==> src/rtl/rr_arbiter_ctl.sv <==
// rr_arbiter_ctl: round-robin arbiter with one grant at a time, a per-grant hold limit,
// and a single-cycle timeout pulse when the hold limit forces the release.
module rr_arbiter_ctl #(
  parameter int N        = 6,
  parameter int HOLD_MAX = 5
) (
  input  logic                 clk,
  input  logic                 rst_n,
  input  logic [N-1:0]         req,
  input  logic                 done,
  output logic [N-1:0]         gnt,
  output logic [$clog2(N)-1:0] gnt_idx,
  output logic                 busy,
  output logic                 timeout
);
  localparam int IW = $clog2(N);
  typedef enum logic {IDLE, BUSY} state_e;
  state_e        state_q, state_d;
  logic [IW-1:0] ptr_q, ptr_d, idx_q, idx_d, win;
  logic [7:0]    cnt_q, cnt_d;
  logic [N-1:0]  gnt_q, gnt_d;
  logic [IW:0]   sum, wrapped;
  logic          owner_req, at_limit, rel;
  assign owner_req = req[idx_q];
  assign at_limit  = cnt_q == 8'(HOLD_MAX - 1);
  assign rel       = (state_q == BUSY) && (done || !owner_req || at_limit);
  assign timeout   = (state_q == BUSY) && at_limit && !done && owner_req;
  assign gnt       = gnt_q;
  assign gnt_idx   = idx_q;
  assign busy      = state_q == BUSY;
  // Scan offsets from farthest to nearest so the first set bit at or after ptr wins.
  always_comb begin
    win     = '0;
    sum     = '0;
    wrapped = '0;
    for (int k = N - 1; k >= 0; k--) begin
      sum     = {1'b0, ptr_q} + (IW+1)'(k);
      wrapped = (sum >= (IW+1)'(N)) ? sum - (IW+1)'(N) : sum;
      if (req[wrapped[IW-1:0]]) win = wrapped[IW-1:0];
    end
  end
  always_comb begin
    state_d = state_q;
    ptr_d   = ptr_q;
    idx_d   = idx_q;
    cnt_d   = cnt_q;
    gnt_d   = gnt_q;
    if (state_q == IDLE) begin
      if (|req) begin
        state_d = BUSY;
        idx_d   = win;
        gnt_d   = N'(1) << win;
        cnt_d   = '0;
      end
    end else if (rel) begin
      state_d = IDLE;
      gnt_d   = '0;
      idx_d   = '0;
      cnt_d   = '0;
      ptr_d   = (idx_q == IW'(N - 1)) ? '0 : idx_q + IW'(1);
    end else begin
      cnt_d = cnt_q + 8'd1;
    end
  end
  always_ff @(posedge clk or negedge rst_n) begin
    if (!rst_n) begin
      state_q <= IDLE;
      ptr_q   <= '0;
      idx_q   <= '0;
      cnt_q   <= '0;
      gnt_q   <= '0;
    end else begin
      state_q <= state_d;
      ptr_q   <= ptr_d;
      idx_q   <= idx_d;
      cnt_q   <= cnt_d;
      gnt_q   <= gnt_d;
    end
  end
endmodule

==> config.mk <==
export PLATFORM = sky130hd
export DESIGN_NAME = rr_arbiter_ctl
export DESIGN_NICKNAME = d
export VERILOG_FILES = /design/src/rtl/rr_arbiter_ctl.sv
export SDC_FILE = /design/constraint.sdc
export NUM_CORES = 1
export LEC_CHECK = 0
export CAP_MARGIN = 25
export CORE_ASPECT_RATIO = 1.75
export CORE_MARGIN = 4
export CORE_UTILIZATION = 54
export CTS_BUF_LIST = sky130_fd_sc_hd__clkbuf_2
export DETAILED_ROUTE_END_ITERATION = 10
export MAX_ROUTING_LAYER = met4
export PLACE_DENSITY = 0.79
export SLEW_MARGIN = 10
export SYNTH_ARGS = -nofsm -noshare
export SYNTH_HDL_FRONTEND = slang
export SYNTH_SLANG_ARGS = --single-unit
export TNS_END_PERCENT = 100
==> constraint.sdc <==
create_clock -name clk -period 2.7 [get_ports clk]
set_input_delay 0.54 -clock clk [delete_from_list [all_inputs] [get_ports clk]]
set_output_delay 0.54 -clock clk [all_outputs]
set_load 0.05 [all_outputs]
==> flow_summary.toml, run 1 <==
[power]
seqPwrFrac = 0.128
p_int_mw = 1.90
worst_ir_drop_vdd_uv = 967
swShare = 0.516
power.density_nw_per_um2 = 1400
p_clk_frac = 0.033
switchingPower_mw = 2.02
p_comb_frac = 0.839
cellLeakagePower_nw = 1.19
total_power_mw = 3.92

[cells_and_area]
layout_common_cells = "buf_4, nand2_1, dfrtp_1"
seq_area_um2 = 526
antenna_cells = 0
fin_area_um2 = 2810
multi_input_area_um2 = 1620
instances_no_fill = 346
fillerInstances = 292
mostFrequentLayoutCell = "buf_4"
drive_gt1_frac = 0.329
final_nets = 319
area_delta_synth_final_pct = 30.2

[grt]
grt-ovfl-total = 0
grt_usage = 0.239
antenna_found_initial = 0
grt_pass1_wl_um = 9640
grt_max_degree = 22
grt_pass1_vias = 2155

[die]
fp.dieW_um = 55.8
ios = 20
dieArea_um2 = 5110
start_util = 0.558
fp.dieH_um = 91.6
rows = 30
core_area_um2 = 3870

[sta]
finalCritPeriodShare = 0.974
fmax_mhz = 380
tns_ns = 0
timing.hold.ws_ns = 0.506
slew_headroom = 0.645
setup_viol = 0
hold_violations = 0
skew_ns = 0.00678
drv_slew = 0
min_period_ns = 2.63
worst_pin_slew_ns = 0.529

[logic_synthesis]
synth_area_leader_cell = "dfrtp_1"
synth-edff-count = 0
synth_cell_types = 68
syn_nets = 264
synth-seq-cells = 21
netlist_top_cells_area = "dfrtp_1, ha_1, nand2_1"
avgSynthCellArea_um2 = 8.84
synth_top_area_share = 0.244
ys.flop_type = "dfrtp_1"
syn-instance-count = 244
yosysSeqAreaShare = 0.244
synth_area_um2 = 2160
yosysWarnings = 0
ys_async_sr_fraction = 1.00

[cts]
clk-insertion-delay-late_ns = 0.32
cts_num_sinks = 21
root_buffer = "clkbuf_2"
cts-htree-levels = 1
cts_inserted_buffers = 3
cts_tree = "yes"
cts_buffer_depth = 2
path_clk_slew_ns = 0.20

[setup_path]
worstSetupPathType = "in2out"
crit_path_end_kind = "primary output"
cp_cell_sequence = "clkdlybuf4s50_1 -> mux2i_1 -> a221oi_1 -> buf_4 -> nand3_1 -> nor2_1 -> buf_12"
max_stage_delay_ns = 0.56
path_max_fanout = 4
cp_top_family = "buffers and inverters"
slowest_stage = "clkdlybuf4s50_1"
cp.required_ns = 2.16
cp.arrival_ns = 2.09
critPathBufInv = 3
startpoint_type = "input port"

[placement]
place_inst = 336
dpl-instance-area_um2 = 2610
place_congestion = 0.974
io_buffers = 19
dp_hpwl_um = 4510

[routing]
routed_wl_um = 5780
drt-initial-drc-count = 64
drt_pre_antenna_iters = 4
final_antenna_net_count = 0
drt-vias-per-instance = 6.04
wl_per_cell_um = 16.7
vias = 2090
drc = 0

[hold_path]
hp-class = "reg2reg"

[run_status]
outcome = "complete, no violations"

[run]
maxCapViolCount = 0
through the flow:
step | setup WS (ns) | utilization
3_3_place_gp | -0.105 | 0.674
4_1_cts | 0.0257 | 0.681
3_5_place_dp | -0.0997 | 0.674
5_1_grt | -0.0724 | 0.727
6_report | 0.0705 | 0.727
2_1_floorplan | 0.0483 | -
per-layer routing:
metal	track usage	share of wire
met5	-	0
met4	0.136	0.050
met3	0.0183	0.030
met2	0.438	0.55
met1	0.245	0.37
cells in the mapped netlist (5+ instances only):
master	number
ha_1	11
nor3_1	9
nand2b_1	6
o21ai_0	18
dfrtp_1	21
mux2i_1	8
nand3_1	5
mux2i_2	6
nor2_1	21
inv_1	9
buf_2	5
a21oi_1	8
nand2_1	25
logic make-up (layout without fill, tap and decap cells):
| logic type | Yosys count | in the layout | share of synthesized area |
|---|---|---|---|
| mux | 18 | 18 | 0.114 |
| flops | 21 | 21 | 0.244 |
| simple gates | 95 | 95 | 0.229 |
| compound gates | 69 | 69 | 0.250 |
| fa+ha+maj | 11 | 11 | 0.0638 |
| xor+xnor | 7 | 7 | 0.0371 |
| buf+inv | 23 | 77 | 0.0626 |
flip-flops by register name, summed over array words and instances (netlist names):
| signal | flops |
|---|---|
| gnt_idx | 3 |
| cnt_q | 8 |
| busy | 1 |
| ptr_q | 3 |
| gnt | 6 |
cell type report:
| type | instances | area share |
|---|---|---|
| Sequential cell | 21 | 0.187 |
| Inverter | 10 | 0.0134 |
| Timing Repair Buffer | 63 | 0.193 |
| Multi-Input combinational cell | 200 | 0.578 |
| Clock buffer | 3 | 0.00535 |
| Clock inverter | 1 | 0.00178 |
| Tap cell | 48 | 0.0214 |
worst paths after layout:
check	startpoint	end	slack, ns	cells after the start
min in group asynchronous	rst_n	cnt_q[2]	0.53	2
min	cnt_q[7]	cnt_q[7]	0.51	1
max reg2reg	ptr_q[0]	gnt[5]	0.08	11
max in group asynchronous	rst_n	gnt_idx[1]	1.96	2
max	req[1]	timeout	0.07	7
min reg2reg	cnt_q[7]	cnt_q[7]	0.51	1
what timing repair did:
item / 4_1_cts / 5_1_grt
buffers inserted: 1 / 5
gates resized for setup: 0 / 31
hold buffers: 0 / 0
endpoints found under the setup margin: 2 / 10
pin swaps: 0 / 14
power by group through the flow:
stage	Clock [mW]	Sequential, mW	Combinational, mW
after floorplan	0	0.646	1.97
after global placement	0	0.503	2.89
after detailed placement	0	0.509	2.94
after CTS	0.131	0.500	2.96
after global routing	0.148	0.518	3.54
final	0.131	0.502	3.29
Note: power is estimated with default switching activity, not from simulation.
==> inputs of run 2 (changes only) <==
Settings changed: CTS_CLUSTER_DIAMETER set to 80, RECOVER_POWER set to 100.
==> run 2 against run 1 <==
  * Via count is 0.33% higher
  * Utilization shrank 0.19 points
  * Setup slack improved by 0.00086 ns
  * Count of clock-buffer cells in the layout unchanged
  * Clock skew barely moved
==> flow_summary.toml, run 2 (synthesis gave the netlist of run 1 again) <==
[run_status]
outcome = "complete, no violations"

[grt]
grt_pass1_wl_um = 9640
grt_max_degree = 22
grt_pass1_vias = 2155
antenna_found_initial = 0
grt_usage = 0.239
grt-ovfl-total = 0

[sta]
finalCritPeriodShare = 0.974
setup_viol = 0
tns_ns = 0
min_period_ns = 2.63
fmax_mhz = 380
worst_pin_slew_ns = 1.10
skew_ns = 0.00656
timing.hold.ws_ns = 0.503
hold_violations = 0
slew_headroom = 0.263
drv_slew = 0

[placement]
dp_hpwl_um = 4510
io_buffers = 19
place_congestion = 0.974

[routing]
vias = 2097
drt-initial-drc-count = 55
drt_pre_antenna_iters = 4
routed_wl_um = 5790
wl_per_cell_um = 16.7
drt-vias-per-instance = 6.06
drc = 0
final_antenna_net_count = 0

[cells_and_area]
area_delta_synth_final_pct = 29.9
antenna_cells = 0
top_register = "cnt_q"
mostFrequentLayoutCell = "buf_4"
final_nets = 319
drive_gt1_frac = 0.322
layout_common_cells = "buf_4, nand2_1, dfrtp_1"
fillerInstances = 293
largest_reg_flops = 8
utilization = 0.725

[die]
fp.dieH_um = 91.6
dieArea_um2 = 5110
start_util = 0.558
fp.dieW_um = 55.8
ios = 20
rows = 30
core_area_um2 = 3870

[cts]
cts_inserted_buffers = 3
holdBufCountCts = 0
cts_num_sinks = 21
clk-insertion-delay-late_ns = 0.32
root_buffer = "clkbuf_2"
cts_buffer_depth = 2
cts-htree-levels = 1
path_clk_slew_ns = 0.19
cts_tree = "yes"

[power]
p_comb_frac = 0.839
switchingPower_mw = 2.03
power.density_nw_per_um2 = 1390
cellLeakagePower_nw = 1.21
seqPwrFrac = 0.128
worst_ir_drop_vdd_uv = 957
swShare = 0.519
p_clk_frac = 0.033
p_int_mw = 1.88

[setup_path]
crit_path_end_kind = "primary output"
worstSetupPathType = "in2out"
cp.required_ns = 2.16
cp.arrival_ns = 2.09
path_max_fanout = 4
startpoint_type = "input port"

[hold_path]
hp-class = "reg2reg"

[run]
maxCapViolCount = 0
==> run 2: per-layer routing <==
layer  routed length [um]  vias to the layer above  track usage
met5                    0                        -            -
met4                  285                        0        0.136
met3                  204                       23       0.0183
met2                 3160                       70        0.438
met1                 2140                     1004        0.245
li1                     -                     1000            -
==> run 2: final cells by class <==
class / instances / area, um^2 / share of cell area
Inverter: 10 / 37.5 / 0.0134
Clock inverter: 1 / 5.00 / 0.00179
Multi-Input combinational cell: 200 / 1620 / 0.580
Timing Repair Buffer: 63 / 534 / 0.191
Sequential cell: 21 / 526 / 0.188
Tap cell: 48 / 60.1 / 0.0214
Clock buffer: 3 / 15.0 / 0.00536
==> run 2: repair_timing <==
action	CTS	global route
buffers inserted	1	5
gates resized for setup	0	31
pin swaps	0	14
endpoints found under the setup margin	2	10
==> run 2: path summary, 6_finish.rpt <==
kind / start / to / slack, ns / depth (start not counted)
min: gnt[1] / gnt[1] / 0.50 / 2
min in group asynchronous: rst_n / cnt_q[2] / 0.92 / 2
max: req[1] / timeout / 0.07 / 7
min reg2reg: gnt[1] / gnt[1] / 0.50 / 2
max reg2reg: ptr_q[0] / gnt[5] / 0.08 / 11
max in group asynchronous: rst_n / gnt_idx[1] / 1.14 / 2
==> run 2: power by group through the flow <==
stage               Clock (mW)  Combinational (mW)  Sequential [mW]
detailed placement           0                2.94            0.509
finish                   0.130                3.28            0.499
global placement             0                2.89            0.503
CTS                      0.131                2.96            0.500
floorplan                    0                1.97            0.646
global route             0.148                3.52            0.516
==> run 2: critical path, cell delays in order <==
cell and delay (ns):
clkdlybuf4s50_1 0.56, mux2i_1 0.11, a221oi_1 0.27, buf_4 0.17, nand3_1 0.07, nor2_1 0.19
buf_12 0.17
==> run 2: metrics by stage <==
stage	instance area (um^2)	worst slack [ns]	power, mW	instances
after global routing	2800	-0.0724	4.19	346
after CTS	2630	0.0257	3.59	341
after floorplan	2160	0.0483	2.62	244
after global placement	2610	-0.105	3.39	336
final	2800	0.0713	3.91	346
after detailed placement	2610	-0.0997	3.45	336
==> inputs of run 3 (changes only) <==
Settings changed: ABC_CLOCK_PERIOD_IN_PS set to 2700.
==> results of run 3 <==
No change in the layout: final DEF, timing and power equal those of run 2.
